## src/rtl/seg_op_encoder.sv

```systemverilog
// seg_op_encoder: recovers a 3-bit ALU opcode {A,B,C} from an asynchronous 7-segment pattern.
// The input is synchronized and then filtered for stability. Table patterns produce a held
// opcode with a valid/ack handshake. Other non-blank stable patterns produce an error pulse.
// Optional feature: define SEG_ERR_CNT_EN to add a saturating 8-bit invalid-pattern counter.
// When it is undefined, err_cnt is tied to zero.
module seg_op_encoder #(
  parameter int unsigned SYNC_STAGES   = 2,
  parameter int unsigned STABLE_CYCLES = 4
) (
  input  logic       clk,
  input  logic       rst_n,
  input  logic [6:0] seg_in,
  output logic       A,
  output logic       B,
  output logic       C,
  output logic       op_valid,
  input  logic       op_ack,
  output logic       op_err,
  output logic       op_ovr,
  output logic [7:0] err_cnt
);

  localparam int unsigned     CntW   = $clog2(STABLE_CYCLES + 1);
  localparam logic [CntW-1:0] CntMax = CntW'(STABLE_CYCLES);
  localparam logic [CntW-1:0] CntOne = CntW'(1);
  localparam logic [6:0]      Blank  = 7'b0000000;

  typedef enum logic [1:0] {StIdle, StSettle, StHold} state_e;

  state_e                       state_q, state_d;
  logic [SYNC_STAGES-1:0][6:0]  sync_q;
  logic [6:0]                   sample;
  logic [6:0]                   prev_q;
  logic [6:0]                   last_acc_q, last_acc_d;
  logic [CntW-1:0]              cnt_q, cnt_d;
  logic                         decode;
  logic                         pat_ok;
  logic [2:0]                   pat_op;
  logic [2:0]                   abc_q, abc_d;
  logic                         op_valid_q, op_valid_d;
  logic                         op_err_q, op_err_d;
  logic                         op_ovr_q, op_ovr_d;

  // Input synchronizer chain; the oldest stage feeds the filter.
  always_ff @(posedge clk or negedge rst_n) begin
    if (!rst_n) begin
      sync_q <= '0;
    end else begin
      sync_q <= {sync_q[SYNC_STAGES-2:0], seg_in};
    end
  end

  assign sample = sync_q[SYNC_STAGES-1];

  // State register: FSM, stability counter, previous sample and last accepted pattern.
  always_ff @(posedge clk or negedge rst_n) begin
    if (!rst_n) begin
      state_q    <= StIdle;
      cnt_q      <= '0;
      prev_q     <= '0;
      last_acc_q <= '0;
    end else begin
      state_q    <= state_d;
      cnt_q      <= cnt_d;
      prev_q     <= sample;
      last_acc_q <= last_acc_d;
    end
  end

  // Pattern table lookup on the pattern that has been stable (prev_q).
  always_comb begin
    pat_ok = 1'b1;
    pat_op = 3'd0;
    case (prev_q)
      7'b1111111: pat_op = 3'd0;
      7'b0001000: pat_op = 3'd1;
      7'b0100100: pat_op = 3'd2;
      7'b1000010: pat_op = 3'd3;
      7'b0001001: pat_op = 3'd4;
      7'b0000001: pat_op = 3'd5;
      7'b0110000: pat_op = 3'd6;
      7'b1001000: pat_op = 3'd7;
      default:    pat_ok = 1'b0;
    endcase
  end

  // Next-state logic for the stability filter.
  always_comb begin
    state_d    = state_q;
    cnt_d      = cnt_q;
    last_acc_d = last_acc_q;
    decode     = 1'b0;
    unique case (state_q)
      StIdle: begin
        if (sample != Blank) begin
          state_d = StSettle;
          cnt_d   = CntOne;
        end
      end
      StSettle: begin
        if (cnt_q == CntMax) begin
          // STABLE_CYCLES identical samples seen; prev_q holds that pattern.
          decode     = 1'b1;
          last_acc_d = prev_q;
          state_d    = StHold;
          cnt_d      = '0;
        end else if (sample == Blank) begin
          state_d = StIdle;
          cnt_d   = '0;
        end else if (sample == prev_q) begin
          cnt_d = cnt_q + 1'b1;  // below CntMax here, so it cannot wrap
        end else begin
          cnt_d = CntOne;
        end
      end
      StHold: begin
        if (sample == Blank) begin
          state_d    = StIdle;
          last_acc_d = '0;
        end else if (sample != last_acc_q) begin
          state_d = StSettle;
          cnt_d   = CntOne;
        end
      end
      default: state_d = StIdle;
    endcase
  end

  // Output next-values: handshake, opcode load, error and overwrite pulses.
  always_comb begin
    abc_d      = abc_q;
    op_valid_d = op_valid_q;
    op_err_d   = 1'b0;
    op_ovr_d   = 1'b0;
    if (op_valid_q && op_ack) begin
      op_valid_d = 1'b0;
    end
    if (decode) begin
      if (pat_ok) begin
        abc_d      = pat_op;
        op_valid_d = 1'b1;
        op_ovr_d   = op_valid_q & ~op_ack;
      end else begin
        op_err_d = 1'b1;
      end
    end
  end

  // Output registers.
  always_ff @(posedge clk or negedge rst_n) begin
    if (!rst_n) begin
      abc_q      <= '0;
      op_valid_q <= 1'b0;
      op_err_q   <= 1'b0;
      op_ovr_q   <= 1'b0;
    end else begin
      abc_q      <= abc_d;
      op_valid_q <= op_valid_d;
      op_err_q   <= op_err_d;
      op_ovr_q   <= op_ovr_d;
    end
  end

  assign A        = abc_q[2];
  assign B        = abc_q[1];
  assign C        = abc_q[0];
  assign op_valid = op_valid_q;
  assign op_err   = op_err_q;
  assign op_ovr   = op_ovr_q;

`ifdef SEG_ERR_CNT_EN
  logic [7:0] err_cnt_q;

  // Saturating invalid-pattern counter, advanced together with the op_err pulse.
  always_ff @(posedge clk or negedge rst_n) begin
    if (!rst_n) begin
      err_cnt_q <= '0;
    end else if (op_err_d && (err_cnt_q != 8'hFF)) begin
      err_cnt_q <= err_cnt_q + 8'd1;
    end
  end

  assign err_cnt = err_cnt_q;
`else
  assign err_cnt = 8'h00;
`endif

endmodule

```

## config.mk

```make
export PLATFORM = sky130hd
export DESIGN_NAME = seg_op_encoder
export DESIGN_NICKNAME = d
export VERILOG_FILES = /design/src/rtl/seg_op_encoder.sv
export SDC_FILE = /design/constraint.sdc
export NUM_CORES = 1
export LEC_CHECK = 0
export BUFFER_PORTS_ARGS = -buffer_cell sky130_fd_sc_hd__buf_2
export CORE_UTILIZATION = 50
export CTS_BUF_LIST = sky130_fd_sc_hd__clkbuf_4 sky130_fd_sc_hd__clkbuf_8
export DETAILED_ROUTE_END_ITERATION = 8
export PLACE_DENSITY_LB_ADDON = 0.25
export SYNTH_ARGS = -nofsm -noshare
export SYNTH_HDL_FRONTEND = slang
export SYNTH_SLANG_ARGS = --single-unit
```

## constraint.sdc

```tcl
create_clock -name clk -period 2.3 [get_ports clk]
set_clock_uncertainty 0.05 [all_clocks]
set_input_delay 0.69 -clock clk [delete_from_list [all_inputs] [get_ports clk]]
set_output_delay 0.69 -clock clk [all_outputs]
set_load 0.03 [all_outputs]
```

Word level (Yosys, flattened, before mapping)
Index checks and enable logic that the tools add are counted.
- input bits: 10
- register bits: 39
- bitwise operators: 2
- reductions and logical operators: 11
- add/sub/neg operators: 1
- equality and inequality tests: 20
- multiplexer cells: 27
- operators by type and width (operator ; number):
    $eq A7 B7 Y1 const B ; 3
    $pmux W3 S7 ; 1
    $mux W3 ; 6
    $eq A7 B4 Y1 const B ; 2
    $eq A7 B6 Y1 const B ; 2
    $mux W7 ; 2
    $pmux W7 S2 ; 1
    $mux W1 ; 10
    $mux W2 ; 5
    $ne A2 B2 Y1 const B ; 5
    $pmux W3 S3 ; 1
    $reduce_or A8 Y1 ; 1
    $eq A7 B1 Y1 const B ; 1
    $eq A7 B7 Y1 ; 1
    $logic_not A7 Y1 ; 1
    $ne A7 B7 Y1 ; 1
    $reduce_bool A7 Y1 ; 1
    $ne A3 B3 Y1 const B ; 2
    $pmux W2 S3 ; 1
    $reduce_and A3 Y1 ; 2
    $reduce_and A4 Y1 ; 1
    $add A3 B1 Y3 const B ; 1
    $eq A3 B3 Y1 const B ; 1
    $reduce_bool A3 Y1 ; 1
    other kinds (8) ; 8

Logic depth before layout (Yosys ltp)
- word-level depth: 5
- gate-level depth with buffers: 6

Least setup slack after synthesis
No wires, ideal clock.
- path type: register to register
- start point: register cnt_q[0]
- end point: register abc_q[2]
- data arrival time: 1.608 ns
- cell stages (with the launch flop): 7
- path slack: 0.517 ns
- cell sequence: dfrtp_1 -> inv_1 -> ha_1 -> nand2_1 -> or3_1 -> a31o_2 -> mux2_4
- word-level cells in the longest chain between the ends: 4
- RTL lines (item ; line ; text):
    start: declaration ; 35 ; logic [CntW-1:0] cnt_q, cnt_d;
    start signal: assignment ; 64 ; cnt_q <= cnt_d;
    $eq A3 B3 Y1 ; 101 ; if (cnt_q == CntMax) begin
    $mux W1 ; 101 ;
    $mux W1 ; 93 ; unique case (state_q)
    $reduce_and A2 Y1 (no source line) ; - ;
    end signal: assignment ; 152 ; abc_q <= '0;
    end signal: assignment ; 157 ; abc_q <= abc_d;
    end: declaration ; 39 ; logic [2:0] abc_q, abc_d;
No other way between the ends.
A chain may end at the register's enable or synchronous reset.

Worst setup path after layout
Same ends and word-level chain as after synthesis.

==> run_results.csv <==
group,metric,value,unit
run_status,outcome,"complete, no violations",
placement,post_dp_cell_area,1780,um^2
cells_and_area,fin_area,1870,um^2
worst_hold_path,hold_path_class,"primary input to async pin",
global_routing,antenna_found_initial,0,
cells_and_area,register_area,976,um^2
sta,rsz0062_at_grt,"no",
detailed_routing,drc,0,
synthesis,yosysTopAreaCellShare,57.8,%
synthesis,synth_warnings,0,
power_and_ir_drop,p_per_area,682,nW/um^2
detailed_routing,vias,1149,
global_routing,grt_max_degree,23,
run,drv_cap,0,
cells_and_area,multi_input_area,622,um^2
critical_path,cp-start-kind,"register",
synthesis,yosysSeqAreaShare,57.8,%
clocking,cts_buffers,5,
global_routing,grt_overflow,0,
synthesis,synth_area,1690,um^2
synthesis,synth-async-reset-ratio,100,%
clocking,clkSinkCount,39,
global_routing,grt_pass1_wl,4800,um
sta,hold_viol,0,
synthesis,synth_edf_count,0,
cells_and_area,drive_above_1_share,18.6,%
cells_and_area,syn_to_final_growth,10.7,%
floorplanning,start_util,54.0,%
cells_and_area,n_antenna_cell,0,
synthesis,synth_ff_type,"dfrtp_1",
placement,io_buffers,15,
sta,fmax,522,MHz
critical_path,path_class,"register to register",
synthesis,synthDistinctLibCells,36,
clocking,worstSkewPairLatency,0.34,ns
power_and_ir_drop,power,1.27,mW
detailed_routing,ant_nets,0,
power_and_ir_drop,leakagePower,0.873,nW
clocking,post_cts_buffers,0,
placement,gp_congestion,0.836,
floorplanning,rows,20,
placement,place_ws,0.419,ns
clocking,cts-resized-gates,0,
clocking,cts_tree,"built",
synthesis,yosysMostFrequentCell,"dfrtp_1",
placement,dp_hpwl,2050,um
critical_path,endpoint_kind,"register",
sta,setup_ws,0.383,ns
sta,final-setup-viol-count,0,
sta,tns,0,ns
detailed_routing,wl_per_cell,13.3,um
synthesis,syn_area_per_cell,11.4,um^2
floorplanning,die_height,60.1,um
detailed_routing,drt_iter0_markers,53,
power_and_ir_drop,peakVddDrop,0.000493,V
critical_path,critPathRequiredTime,2.49,ns
sta,slew_headroom,54.0,%
sta,period_needed,1.92,ns
global_routing,grtUsageTotal,18.6,%
floorplanning,die_w,60.1,um
cells_and_area,fill_cells,255,
synthesis,synthTopCellsByArea,"dfrtp_1 58%, xnor2_1 4.7%, a22o_1 3.6%",
detailed_routing,dr.pass1.iters,5,
clocking,path_clk_slew,0.11,ns
detailed_routing,totalWireLength,2810,um
global_routing,grt_pass1_vias,1038,
clocking,hold_buffers,0,
cells_and_area,final_core_util,59.7,%
cells_and_area,nets,178,
floorplanning,io-pin-count,24,
synthesis,syn_inst,148,
floorplanning,core-area,3130,um^2
clocking,cts.htree.levels,2,
clocking,clockRootBuffer,"clkbuf_4",
floorplanning,die_area,3610,um^2
synthesis,yosys.area.top_type,"dfrtp_1",
critical_path,cp_max_fo,5,
sta,finalCritPeriodShare,83.3,%
synthesis,synth_seq_cells,39,
sta,max_slew.worst_pin.slew,0.681,ns
detailed_routing,avgViaCountPerCell,5.45,
sta,slew_viol_final,0,
synthesis,synthTopCellsByCount,"39 x dfrtp_1, 14 x nand2_1, 9 x xnor2_1",
critical_path,worstPathArrival,2.10,ns
clocking,clock_path_buffers,2,
where the power goes:
part           switching [mW]  total, mW  internal (mW)
clock network           0.214      0.470          0.257
logic                  0.0472     0.0739         0.0268
registers              0.0254      0.730          0.704
state kept, by name (all words and copies together) (netlist names):
name and flops:
prev_q 7, state_q 2, op_valid 1, cnt_q 3, sample 7, abc_q 3, last_acc_q 7, op_err 1
op_ovr 1, sync_q 7
stage by stage:
stage          instances  hold WS, ns
6_report             211        0.214
5_1_grt              211        0.223
4_1_cts              211        0.211
3_5_place_dp         203        0.285
3_3_place_gp         203        0.283
2_1_floorplan        155        0.281
critical path: stages, from the launching register on:
cell	delay [ns]
dfrtp_1	0.45
inv_1	0.08
ha_1	0.19
nand2_1	0.09
or3_1	0.38
a31o_2	0.28
mux2_4	0.30
logic make-up after synthesis:
kind of cell,after synthesis,synth area share (%)
simple gates,44,13.4
flops,39,57.8
compound gates,28,12.0
buf+inv,19,6.89
xor+xnor,14,7.26
fa+ha+maj,2,1.48
other cells,1,0.222
mux,1,0.889
layout make-up:
type | count | area share [%]
flip-flops and latches | 39 | 52.2
inverters | 5 | 1.00
repair buffers | 18 | 5.89
well taps | 44 | 2.95
clock inverters | 2 | 1.88
clock buffers | 6 | 2.75
multi-input cells | 97 | 33.3
metal layers:
layer | up-vias | global-route usage, % | part of all wire [%]
met2 | 56 | 27.6 | 47
met4 | 0 | 9.97 | 1.9
li1 | 540 | - | -
met1 | 547 | 25.0 | 45
met3 | 6 | 4.55 | 6.0
met5 | - | 0 | 0
layout by cell type (no fill, tap or decap), drive strengths merged, types with 2 or more instances in the layout:
| cell | n |
|---|---|
| a21oi | 3 |
| nor3 | 5 |
| or3 | 2 |
| inv | 5 |
| nand4 | 4 |
| dfrtp | 39 |
| clkbuf | 6 |
| xnor2 | 9 |
| nor4 | 4 |
| nor2 | 7 |
| a22o | 7 |
| o22ai | 2 |
| ha | 2 |
| buf | 18 |
| nand2 | 14 |
| a31oi | 2 |
| xor2 | 5 |
| conb | 8 |
| nand3 | 5 |
| o21ai | 6 |
final timing paths:
| kind | startpoint | to | slack, ns | depth (start not counted) |
|---|---|---|---|---|
| worst max-delay path | cnt_q[0] | abc_q[2] | 0.38 | 6 |
| max in group asynchronous | rst_n | sample[5] | 1.52 | 2 |
| min in group clk | sync_q[0] | sample[0] | 0.31 | 0 |
| worst min register to register | sync_q[0] | sample[0] | 0.31 | 0 |
| worst max register to register | cnt_q[0] | abc_q[2] | 0.38 | 6 |
| worst min-delay path | rst_n | op_err | 0.21 | 1 |
No activity file was read; power rests on OpenSTA's default activity.
